--- config.mk ---
export PLATFORM = sky130hd
export DESIGN_NAME = xhs_pipe
export DESIGN_NICKNAME = d
export VERILOG_FILES = /design/src/rtl/xhs_pkg.sv /design/src/rtl/xhs_stage.sv /design/src/rtl/xhs_pipe.sv
export SDC_FILE = /design/constraint.sdc
export NUM_CORES = 1
export LEC_CHECK = 0
export CAP_MARGIN = 30
export CORE_UTILIZATION = 43
export CTS_CLUSTER_DIAMETER = 40
export DETAILED_ROUTE_END_ITERATION = 12
export PLACE_DENSITY = 0.67
export SYNTH_ARGS = -nofsm -noshare
export SYNTH_HDL_FRONTEND = slang
export SYNTH_SLANG_ARGS = --single-unit
--- constraint.sdc ---
create_clock -name clk -period 1.99 [get_ports clk]
set_input_delay 0.398 -clock clk [delete_from_list [all_inputs] [get_ports clk]]
set_output_delay 0.398 -clock clk [all_outputs]
set_load 0.03 [all_outputs]
--- src/rtl/xhs_pkg.sv ---
// Shared types and helpers for the xhs valid/ready pipeline slice.
package xhs_pkg;

    typedef enum logic [1:0] {
        XHS_FWD  = 2'd0,
        XHS_SKID = 2'd1,
        XHS_BYP  = 2'd2
    } xhs_mode_e;

    localparam int XHS_MAX_STAGES = 8;

    // Occupancy width: enough bits to count two entries per stage.
    function automatic int xhs_occ_w(input int stages);
        return $clog2(2 * stages + 1);
    endfunction

endpackage

--- src/rtl/xhs_stage.sv ---
// One valid/ready stage: forward-registered, full skid, or bypass.
// o_cnt reports how many entries this stage currently holds.
module xhs_stage
    import xhs_pkg::*;
#(
    parameter int D_WIDTH = 16,
    parameter int MODE    = 1
) (
    input  logic               clk,
    input  logic               rstn,
    input  logic               i_flush,
    input  logic               i_up_vld,
    output logic               o_up_rdy,
    input  logic [D_WIDTH-1:0] i_up_data,
    output logic               o_dn_vld,
    input  logic               i_dn_rdy,
    output logic [D_WIDTH-1:0] o_dn_data,
    output logic [1:0]         o_cnt
);

    localparam xhs_mode_e M = xhs_mode_e'(MODE);

    generate
        if (M == XHS_BYP) begin : g_byp
            assign o_dn_vld  = i_up_vld;
            assign o_up_rdy  = i_dn_rdy;
            assign o_dn_data = i_up_data;
            assign o_cnt     = 2'd0;
        end else if (M == XHS_FWD) begin : g_fwd
            logic               r_v;
            logic [D_WIDTH-1:0] r_d;
            logic               w_up_xfer;
            logic               w_dn_xfer;

            // Ready fills bubbles: accept when empty or draining this cycle.
            assign o_up_rdy  = i_dn_rdy | ~r_v;
            assign w_up_xfer = i_up_vld & o_up_rdy;
            assign w_dn_xfer = r_v & i_dn_rdy;

            // Single register pair; flush drops the entry but keeps the data.
            always_ff @(posedge clk or negedge rstn) begin
                if (!rstn) begin
                    r_v <= 1'b0;
                    r_d <= '0;
                end else if (i_flush) begin
                    r_v <= 1'b0;
                end else if (w_up_xfer) begin
                    r_v <= 1'b1;
                    r_d <= i_up_data;
                end else if (w_dn_xfer) begin
                    r_v <= 1'b0;
                end
            end

            assign o_dn_vld  = r_v;
            assign o_dn_data = r_d;
            assign o_cnt     = {1'b0, r_v};
        end else begin : g_skid
            logic               r_mv, r_sv;
            logic [D_WIDTH-1:0] r_md, r_sd;
            logic               w_mv_n, w_sv_n;
            logic [D_WIDTH-1:0] w_md_n, w_sd_n;
            logic               w_up_xfer;
            logic               w_dn_xfer;

            // Ready depends only on the skid register, breaking the rdyo->rdyi path.
            assign o_up_rdy  = ~r_sv;
            assign w_up_xfer = i_up_vld & ~r_sv;
            assign w_dn_xfer = r_mv & i_dn_rdy;

            // Next main/skid contents; skid always refills main first to keep order.
            always_comb begin
                w_mv_n = r_mv;
                w_sv_n = r_sv;
                w_md_n = r_md;
                w_sd_n = r_sd;
                if (i_flush) begin
                    w_mv_n = 1'b0;
                    w_sv_n = 1'b0;
                end else if (w_dn_xfer) begin
                    if (r_sv) begin
                        w_md_n = r_sd;
                        w_sv_n = 1'b0;
                    end else if (w_up_xfer) begin
                        w_md_n = i_up_data;
                    end else begin
                        w_mv_n = 1'b0;
                    end
                end else if (w_up_xfer) begin
                    if (!r_mv) begin
                        w_mv_n = 1'b1;
                        w_md_n = i_up_data;
                    end else begin
                        w_sv_n = 1'b1;
                        w_sd_n = i_up_data;
                    end
                end
            end

            // Main and skid registers.
            always_ff @(posedge clk or negedge rstn) begin
                if (!rstn) begin
                    r_mv <= 1'b0;
                    r_sv <= 1'b0;
                    r_md <= '0;
                    r_sd <= '0;
                end else begin
                    r_mv <= w_mv_n;
                    r_sv <= w_sv_n;
                    r_md <= w_md_n;
                    r_sd <= w_sd_n;
                end
            end

            assign o_dn_vld  = r_mv;
            assign o_dn_data = r_md;
            assign o_cnt     = {1'b0, r_mv} + {1'b0, r_sv};
        end
    endgenerate

endmodule

--- src/rtl/xhs_pipe.sv ---
// Chain of STAGES identical handshake stages with flush and occupancy.
// Flush blanks both external handshakes so nothing transfers while entries drop.
module xhs_pipe
    import xhs_pkg::*;
#(
    parameter  int D_WIDTH = 16,
    parameter  int STAGES  = 2,
    parameter  int MODE    = 1,
    localparam int OCC_W   = xhs_occ_w(STAGES)
) (
    input  logic               clk,
    input  logic               rstn,
    input  logic               flush,
    input  logic               vldi,
    output logic               rdyi,
    input  logic [D_WIDTH-1:0] datai,
    output logic               vldo,
    input  logic               rdyo,
    output logic [D_WIDTH-1:0] datao,
    output logic [OCC_W-1:0]   occ
);

    localparam xhs_mode_e M = xhs_mode_e'(MODE);

    logic               w_vld [STAGES+1];
    logic               w_rdy [STAGES+1];
    logic [D_WIDTH-1:0] w_dat [STAGES+1];
    logic [1:0]         w_cnt [STAGES];
    logic [OCC_W-1:0]   w_occ;
    logic               w_gate;

    assign w_vld[0]      = vldi;
    assign w_dat[0]      = datai;
    assign w_rdy[STAGES] = rdyo;

    for (genvar g = 0; g < STAGES; g++) begin : g_stage
        xhs_stage #(
            .D_WIDTH(D_WIDTH),
            .MODE   (MODE)
        ) u_stage (
            .clk      (clk),
            .rstn     (rstn),
            .i_flush  (flush),
            .i_up_vld (w_vld[g]),
            .o_up_rdy (w_rdy[g]),
            .i_up_data(w_dat[g]),
            .o_dn_vld (w_vld[g+1]),
            .i_dn_rdy (w_rdy[g+1]),
            .o_dn_data(w_dat[g+1]),
            .o_cnt    (w_cnt[g])
        );
    end

    // Total entries held: sum of the per-stage counts, all register-derived.
    always_comb begin
        w_occ = '0;
        for (int i = 0; i < STAGES; i++) begin
            w_occ = w_occ + OCC_W'(w_cnt[i]);
        end
    end

    // Bypass has no storage, so flush has nothing to act on there.
    assign w_gate = (M != XHS_BYP) && flush;
    assign rdyi   = w_rdy[0] & ~w_gate;
    assign vldo   = w_vld[STAGES] & ~w_gate;
    assign datao  = w_dat[STAGES];
    assign occ    = w_occ;

endmodule

# ---- Word level (Yosys, flattened, before mapping)
# Index checks and enable logic that the tools add are counted.
dict set report totals {
  regBits 68
  latchBits 0
  mem_bits_rw 0
  mem_bits_ro 0
  in_bits 21
  memories 0
}
dict set report classes {
  add_sub_neg 3
  n_mul 0
  n_div 0
  order_cmp 0
  eq_ne 6
  shift 0
  muxes 28
  bitwise_logic 10
  n_reduce_logical 16
}
# op n
set op_table {}
lappend op_table {{$mux 16} 10}
lappend op_table {{$mux 1} 18}
lappend op_table {{$reduce_and 4->1} 4}
lappend op_table {{$ne 3x3->1 const B} 4}
lappend op_table {{$reduce_bool 3->1} 4}
lappend op_table {{$reduce_bool 2->1} 4}
lappend op_table {{$reduce_and 3->1} 2}
lappend op_table {{$and 1x1->1} 5}
lappend op_table {{$not 1->1} 5}
lappend op_table {{$add 1x1->2} 2}
lappend op_table {{$ne 2x2->1 const B} 2}
lappend op_table {{$reduce_and 2->1} 2}
lappend op_table {{$add 2x2->3} 1}

# ---- Longest topological paths before layout
# Gate-level depths: netlist (run 1).
dict set report logic_depth {
  word_depth 6
  mapped_depth 6
}

# ---- Modules after synthesis
# A second synthesis (run 1) with hierarchy kept.
dict set report unflattened {
  hier_cells 207
  hier_area_um2 3179.3
}
# mod instances cells_per_inst area_per_inst_um2
set modules_own_cells {}
lappend modules_own_cells {xhs_stage 2 99 1557.7}
lappend modules_own_cells {xhs_pipe 1 9 63.8}

# ---- Worst setup path before layout (run 1)
# Ideal clock, no wire load.
dict set report synth_path {
  kind {register to output}
  from {reg g_stage[0].u_stage.g_skid.r_sv}
  to {out occ[1]}
  arrival_ps 1713
  required_ps 1592
  setup_slack_ps -121
  path_stages_with_launch 6
  path_buffers 0
  path_cell_list {dfrtp_1 > inv_1 > fa_1 > inv_1 > ha_1 > ha_1}
}
dict set report synth_between {
  elab_chain_len 2
}
# element line
set synth_rtl {}
lappend synth_rtl {{start, declared} xhs_stage.sv:59} ;# logic r_mv, r_sv;
lappend synth_rtl {{start signal, assigned} xhs_stage.sv:109} ;# r_sv <= w_sv_n;
lappend synth_rtl {{$add 1x1->2} xhs_stage.sv:117} ;# assign o_cnt = {1'b0, r_mv} + {1'b0, r_sv};
lappend synth_rtl {{$add 2x2->3} xhs_pipe.sv:58} ;# w_occ = w_occ + OCC_W'(w_cnt[i]);
lappend synth_rtl {{end, declared} xhs_pipe.sv:20} ;# output logic [OCC_W-1:0] occ
# Every way passes these cells.

# ---- Final worst setup path (run 1)
dict set report layout_path {
  from {reg g_stage[1].u_stage.g_skid.r_mv}
  to {out occ[1]}
}
dict set report layout_between {
  elab_chain_len 2
}
# element line
set layout_rtl {}
lappend layout_rtl {{start, declared} xhs_stage.sv:59}
lappend layout_rtl {{start signal, assigned} xhs_stage.sv:108} ;# r_mv <= w_mv_n;
lappend layout_rtl {{$add 1x1->2} xhs_stage.sv:117}
lappend layout_rtl {{$add 2x2->3} xhs_pipe.sv:58}
# Every way passes these cells.

==> results.yml, run 1 <==
outcome:
  outcome: "finished, violations left"
  violations: "setup timing"
final_layout:
  antenna-diode-count: 0
  final_cells: 374
  final_layout_size_suffix_gt1_share_pct: 56.7
  utilization_pct: 57.0
  num-fill-cells: 625
  finalNetCount: 294
  layout-area-overhead-vs-synth_pct: 28.1
die:
  core_area_sq_um: 7290
  ios: 42
  die_w_um: 88.9
  die_h_um: 88.9
  rows: 31
  dieArea_sq_um: 7900
  start_util_pct: 44.5
placed_design:
  dp_hpwl_mm: 4.15
  dpl.cell_count: 356
  pre_cts_ws_ps: -338
  io_buffers: 41
  gp_congestion: 0.763
clock_tree:
  clock-root-buffer: "clkbuf_8"
  cts_sinks: 68
  numCtsBuffers: 9
  htree_levels: 3
  clk_pin_slew_ps: 70
  insertion_delay_ps: 340
  ctsLongestPathBuffers: 2
  cts_tree: "yes"
worst_setup_path:
  r2r_setup_slack_ps: 130
  r2r_end: "g_stage[0].u_stage.o_dn_data[2]"
  worst-setup-path-type: "flip-flop to output port"
  startpoint_type: "flip-flop"
  crit_path_start: "g_stage[1].u_stage.o_dn_vld"
  r2r_cells: 6
  crit_path_end: "occ[1]"
  r2r-start: "g_stage[0].u_stage.g_skid.r_sv"
  worstPathRequired_ps: 1590
  worstPathArrival_ps: 1870
  cp_max_fo: 2
  endpoint_kind: "output port"
sta:
  finalHoldViolations: 0
  fmax_ghz: 0.440
  rsz0062_at_grt: "yes"
  finClkSkew_ps: 9.09
  slew_headroom_pct: 63.0
  setup_slack_ps: -281
  fin_crit_sh_pct: 114
  period_minus_slack_ps: 2270
  finalMaxSlewViolations: 0
  tightest_slew_ps: 556
  setup_viol: 3
logic_synthesis:
  synthCells: 205
  yosys_warnings: 0
  synth_area_leaders: "dfrtp_1 (52%), mux2_2 (26%), mux2_4 (9.3%)"
  syn_area_sq_um: 3250
  ys_seq_area_share_pct: 52.4
  synth_top_cell_by_area: "dfrtp_1"
  synth_nets: 229
  synth.avg_cell_area_sq_um: 15.8
  ys_async_sr_fraction_pct: 100
  ys_seq_elements: 68
  synthDominantCellAreaShare_pct: 52.4
  synth_edf_count: 0
  synth_ff_type: "dfrtp_1"
  synthTopCellsByCount: "mux2_2 (76), dfrtp_1 (68), mux2_4 (20)"
  synth_most_common_cell: "mux2_2"
  synth.distinct_cells: 25
power:
  p_leak_uw: 0.00189
  power_per_cell_area_nw_per_um2: 1040
  ir_drop_mv: 0.371
route:
  wl_per_cell_um: 16.2
  vias: 1834
  initialDrtViolationCount: 52
  vias_per_cell: 4.90
  drc: 0
  finalWirelength_mm: 6.05
  ant_nets: 0
  dr.pass1.iters: 4
global_route:
  grt_overflow: 0
  grt_start_max_net_pins: 24
  grt_use_total_pct: 17.4
  antenna_found_initial: 0
  grt_pass1_wl_mm: 9.76
  grt_pass1_vias: 1867
hold_path:
  min_path_type: "input pin to async pin"
flow_run:
  maxCapViolCount: 0
## report_power, final
group	total [uW]	internal (uW)	switching (uW)
clock	1240	734	506
sequential	1860	1680	173
combinational	1210	671	540
total	4310	3090	1220
## cell type report
type / instances / area, sq um / share of cell area (%)
clock buffer: 11 / 141 / 3.40
clock inverter: 5 / 75.1 / 1.81
inverter: 7 / 26.3 / 0.632
multi-input combinational: 120 / 1440 / 34.6
sequential: 68 / 1700 / 40.9
tap: 99 / 124 / 2.98
timing repair buffer: 64 / 652 / 15.7
## per-layer routing
layer / vias up / share of wire, % / GRT usage [%]
met2: 32 / 48 / 26.4
met1: 924 / 48 / 24.5
met5: - / 0 / 0
met4: 0 / 1.4 / 6.16
met3: 8 / 2.6 / 4.10
li1: 870 / - / -
## kinds of logic after synthesis
kind of cell	count (synthesis)	synth area share [%]
adders and majority gates	3	1.39
DFF	68	52.4
muxes	96	35.6
buffers and inverters	17	4.05
and+or+nand+nor	12	3.74
AOI/OAI and AO/OA	9	2.78
## registers in the layout, summed over array words and instances (netlist names)
name,count
g_stage.u_stage.o_dn_data,32
g_stage.u_stage.o_dn_vld,2
g_stage.u_stage.g_skid.r_sv,2
g_stage.u_stage.g_skid.r_sd,32
## worst min path at each step
stage | startpoint | end | slack, ps | depth (start not counted)
floorplan | rstn | g_stage[0].u_stage.g_skid.r_sd[0] | 100 | 0
global placement | rstn | g_stage[1].u_stage.o_dn_data[15] | 420 | 1
detailed placement | rstn | g_stage[1].u_stage.o_dn_data[15] | 420 | 1
CTS | rstn | g_stage[0].u_stage.g_skid.r_sd[13] | 40 | 1
global route | rstn | g_stage[0].u_stage.g_skid.r_sd[13] | 70 | 1
finish | rstn | g_stage[1].u_stage.o_dn_data[15] | 40 | 1
## stage by stage
| step | setup TNS (ps) | power [uW] | instance area, sq um | hold WS (ps) |
|---|---|---|---|---|
| 6_report | -571 | 4310 | 4160 | 43.5 |
| 5_1_grt | -757 | 4510 | 4160 | 73.6 |
| 4_1_cts | -601 | 4360 | 4150 | 43.9 |
| 3_5_place_dp | -1270 | 3090 | 3910 | 420 |
| 3_3_place_gp | -1300 | 3050 | 3910 | 418 |
| 2_1_floorplan | 0 | 2610 | 3260 | 102 |
## cell usage in the layout (no fill, tap or decap), drive strengths merged
cell type	instances
mux2	96
dfrtp	68
clkdlybuf4s50	35
buf	29
clkbuf	11
inv	7
a21oi	4
clkinv	3
nand2	3
nor2	2
nand2b	2
a221oi	2
o21ai	2
ha	2
bufinv	2
nor3	2
nand3	1
nand3b	1
nor4	1
a211oi	1
fa	1
## worst max-delay path, cell delays in order (launching register included)
cell     delay, ps
dfrtp_1        360
inv_2           50
fa_1           540
inv_2           40
ha_4           150
ha_4           260
buf_6          120
## repair_timing
item | CTS | global route
pin swaps | 2 | 1
endpoints found under the hold margin | 0 | 0
gates resized for setup | 13 | 0
endpoints found under the setup margin | 3 | 3
buffers inserted | 1 | 1
hold buffers | 0 | 0
Note: power is estimated with default switching activity, not from simulation.
==> run 2: changes to the inputs <==
- SKIP_CTS_REPAIR_TIMING: not set -> 1
==> run 2 against run 1 <==
Against the previous run: the run still ends with setup timing left; count of clock-buffer cells in the layout is the same; sequential power is essentially flat; first-iteration DRC count grew 5.8%; wire length shrank 0.58%; sequential share of layout area grew 0.14 points; combinational power is essentially flat; clock power is essentially flat; critical path depth is the same; via count shrank 0.55%; largest cell class unchanged; largest power group unchanged; highest routed layer unchanged.
==> results.yml, run 2 (same netlist as run 1, synthesis figures left out) <==
outcome:
  outcome: "finished, violations left"
  violations: "setup timing"
final_layout:
  final_layout_size_suffix_gt1_share_pct: 56.6
  final_cells: 373
  layout_common_cells: "mux2_2 (76), dfrtp_1 (67), clkdlybuf4s50_1 (35), mux2_4 (20), buf_4 (18)"
  layout-area-overhead-vs-synth_pct: 27.7
  layout_commonest_cell: "mux2_2"
  finalNetCount: 293
  antenna-diode-count: 0
worst_setup_path:
  slowest_stage: "fa_1"
  critPathMaxStageDelay_ps: 550
  cp_max_fo: 2
  crit_family: "adder cells"
  worst-setup-path-type: "flip-flop to output port"
  path_cells: "inv_2, fa_1, inv_2, ha_4, ha_4, buf_6"
  startpoint_type: "flip-flop"
  endpoint_kind: "output port"
  worstPathRequired_ps: 1590
  crit_buf_inv: 3
  worstPathArrival_ps: 1870
flow_run:
  maxCapViolCount: 0
sta:
  setup_viol: 3
  finalMaxSlewViolations: 0
  fin_crit_sh_pct: 114
  rsz0062_at_grt: "yes"
  slew_headroom_pct: 63.0
  finalHoldViolations: 0
  hold_slack_ps: 41.1
  setup_slack_ps: -277
  tightest_slew_ps: 555
  period_minus_slack_ps: 2270
  finClkSkew_ps: 8.50
  fmax_ghz: 0.441
placed_design:
  io_buffers: 41
  gp_congestion: 0.763
  dpl.cell_count: 356
  dp_hpwl_mm: 4.15
die:
  ios: 42
  dieArea_sq_um: 7900
  die_h_um: 88.9
  core_area_sq_um: 7290
  start_util_pct: 44.5
  die_w_um: 88.9
  rows: 31
route:
  drc: 0
  vias_per_cell: 4.89
  top_layer: "met4"
  initialDrtViolationCount: 55
  dr.pass1.iters: 4
  finalWirelength_mm: 6.02
  wl_per_cell_um: 16.1
  wl_met1_mm: 2.91
  met2_length_mm: 2.85
  vias: 1824
  met3_wirelength_um: 163
  ant_nets: 0
global_route:
  grt_pass1_wl_mm: 9.70
  grt_start_max_net_pins: 24
  antenna_found_initial: 0
  grt_pass1_vias: 1864
  grt_use_total_pct: 17.3
  grt_overflow: 0
power:
  ir_drop_mv: 0.371
  power_per_cell_area_nw_per_um2: 1040
  p_leak_uw: 0.00188
clock_tree:
  clk_pin_slew_ps: 70
  cts_tree: "yes"
  ctsLongestPathBuffers: 2
  clock-root-buffer: "clkbuf_8"
  numCtsBuffers: 9
  cts_sinks: 68
  htree_levels: 3
  insertion_delay_ps: 340
hold_path:
  min_path_type: "input pin to async pin"
run 2: cell count changes in the layout (fill, tap and decap cells not counted):
cell	change
buf_2	+1
buf_4	-1
buf_6	-1
run 2: final timing paths:
| kind | from | end | slack (ps) | depth (start not counted) |
|---|---|---|---|---|
| min in group clk | g_stage[1].u_stage.g_skid.r_sd[0] | g_stage[1].u_stage.g_skid.r_sd[0] | 510 | 1 |
| worst min-delay path | rstn | g_stage[1].u_stage.o_dn_data[15] | 40 | 1 |
| worst max register to register | g_stage[1].u_stage.g_skid.r_sv | g_stage[1].u_stage.o_dn_data[3] | 240 | 5 |
| worst max-delay path | g_stage[1].u_stage.o_dn_vld | occ[1] | -280 | 6 |
| worst min register to register | g_stage[1].u_stage.g_skid.r_sd[0] | g_stage[1].u_stage.g_skid.r_sd[0] | 510 | 1 |
| max in group asynchronous | rstn | g_stage[0].u_stage.o_dn_data[11] | 1260 | 3 |
run 2: power breakdown:
group	switching [uW]	internal (uW)	total, uW
combinational	540	670	1210
clock	508	734	1240
sequential	173	1680	1860
run 2: final cells by class:
cell class	instances	area, sq um
flip-flops and latches	68	1700
fillers	624	3150
inverters	7	26.3
clock buffers	11	141
clock inverters	5	75.1
well taps	99	124
repair buffers	63	638
multi-input cells	120	1440
run 2: routing by layer:
layer	track usage [%]	vias to the layer above
li1	-	866
met1	24.4	915
met2	26.1	35
met3	4.10	8
met4	6.16	0
met5	0	-
run 2: per-stage QoR:
stage               area, sq um  power [uW]  TNS [ps]  utilization [%]  setup WS, ps
floorplan                  3260        2610         0                -          13.1
global placement           3910        3050     -1300             53.6          -295
detailed placement         3910        3090     -1270             53.6          -338
CTS                        4120        4350     -1290             56.5          -708
global route               4150        4510      -782             56.8          -333
finish                     4150        4310      -615             56.8          -277
==> run 3: changes to the inputs <==
- MAX_ROUTING_LAYER: not set -> met4
==> run 3 against run 2 <==
Against the previous run: the run still ends with setup timing left; combinational power about the same; design area unchanged; sequential cell count unchanged; cell count unchanged; die area unchanged; non-clock buffer count unchanged; largest cell class unchanged; largest power group unchanged.
==> results.yml, run 3 (same netlist as run 1, synthesis figures left out) <==
power:
  p_leak_uw: 0.00188
  power_per_cell_area_nw_per_um2: 1040
  ir_drop_mv: 0.371
worst_setup_path:
  r2r_cells: 5
  worstPathRequired_ps: 1590
  endpoint_kind: "output port"
  path_cells: "inv_2, fa_1, inv_2, ha_4, ha_4, buf_6"
  worstPathArrival_ps: 1870
  crit_family: "adder cells"
  slowest_stage: "fa_1"
  cp_max_fo: 2
  worst-setup-path-type: "flip-flop to output port"
  critPathMaxStageDelay_ps: 550
  crit_cells: 6
  startpoint_type: "flip-flop"
  r2r_setup_slack_ps: 250
  crit_buf_inv: 3
final_layout:
  final_cells: 373
  num-fill-cells: 624
  finalNetCount: 293
  multi_input_area_sq_um: 1440
  layout_commonest_cell: "mux2_2"
  design_area_sq_um: 4150
  antenna-diode-count: 0
  layout-area-overhead-vs-synth_pct: 27.7
  seq_area_sq_um: 1700
  layout_common_cells: "mux2_2 (76), dfrtp_1 (67), clkdlybuf4s50_1 (35), mux2_4 (20), buf_4 (18)"
  final_layout_size_suffix_gt1_share_pct: 56.6
sta:
  rsz0062_at_grt: "yes"
  setup_slack_ps: -273
  setup_viol: 3
  finClkSkew_ps: 8.70
  period_minus_slack_ps: 2260
  slew_headroom_pct: 63.0
  fin_crit_sh_pct: 114
  finalHoldViolations: 0
  hold_slack_ps: 43.5
  tightest_slew_ps: 555
  finalMaxSlewViolations: 0
  fmax_ghz: 0.442
die:
  rows: 31
  die_w_um: 88.9
  core_area_sq_um: 7290
  ios: 42
  die_h_um: 88.9
  start_util_pct: 44.5
  dieArea_sq_um: 7900
clock_tree:
  cts_sinks: 68
  numCtsBuffers: 9
  insertion_delay_ps: 330
  clk_pin_slew_ps: 70
  clock-root-buffer: "clkbuf_8"
  ctsLongestPathBuffers: 2
  cts_tree: "yes"
  htree_levels: 3
hold_path:
  min_path_type: "input pin to async pin"
route:
  drc: 0
  finalWirelength_mm: 6.00
  vias_per_cell: 4.89
  initialDrtViolationCount: 55
  vias: 1823
  dr.pass1.iters: 4
  ant_nets: 0
  wl_per_cell_um: 16.1
global_route:
  antenna_found_initial: 0
  grt_use_total_pct: 17.8
  grt_start_max_net_pins: 24
  grt_pass1_wl_mm: 9.70
  grt_overflow: 0
  grt_pass1_vias: 1860
placed_design:
  io_buffers: 41
  pre_cts_ws_ps: -338
  dpl.cell_count: 356
  gp_congestion: 0.773
  placed_area_sq_um: 3910
  dp_hpwl_mm: 4.15
flow_run:
  maxCapViolCount: 0
outcome:
  outcome: "finished, violations left"
  violations: "setup timing"
==> run 3: worst paths after layout <==
path | startpoint | end
setup / recovery | g_stage[1].u_stage.o_dn_vld | occ[1]
hold / removal | rstn | g_stage[1].u_stage.o_dn_data[15]
setup reg to reg | g_stage[0].u_stage.g_skid.r_sv | g_stage[0].u_stage.o_dn_data[2]
hold reg to reg | g_stage[1].u_stage.g_skid.r_sd[0] | g_stage[1].u_stage.g_skid.r_sd[0]
max in group asynchronous | rstn | g_stage[0].u_stage.o_dn_data[11]
min in group clk | g_stage[1].u_stage.g_skid.r_sd[0] | g_stage[1].u_stage.g_skid.r_sd[0]
==> run 3: routing by layer <==
layer,global-route usage [%],part of all wire (%),wire length (um)
met4,6.16,1.4,83
met3,4.01,2.8,165
met1,24.4,48,2900
met5,-,0,0
met2,26.1,47,2850
==> run 3: where the power goes <==
group	internal [uW]	switching, uW	total (uW)
combinational	670	540	1210
clock	734	504	1240
sequential	1680	172	1850
total	3090	1220	4300
==> run 3: cell type report <==
type / instances / area share [%]
sequential: 68 / 41.1
inverter: 7 / 0.634
timing repair buffer: 63 / 15.4
multi-input combinational: 120 / 34.7
clock inverter: 5 / 1.81
tap: 99 / 2.99
clock buffer: 11 / 3.41
==> run 3: metrics by stage <==
stage / power, uW / utilization [%] / TNS (ps)
floorplan: 2610 / - / 0
global placement: 3050 / 53.6 / -1300
detailed placement: 3090 / 53.6 / -1270
CTS: 4350 / 56.5 / -1290
global route: 4510 / 56.8 / -782
finish: 4300 / 56.8 / -603
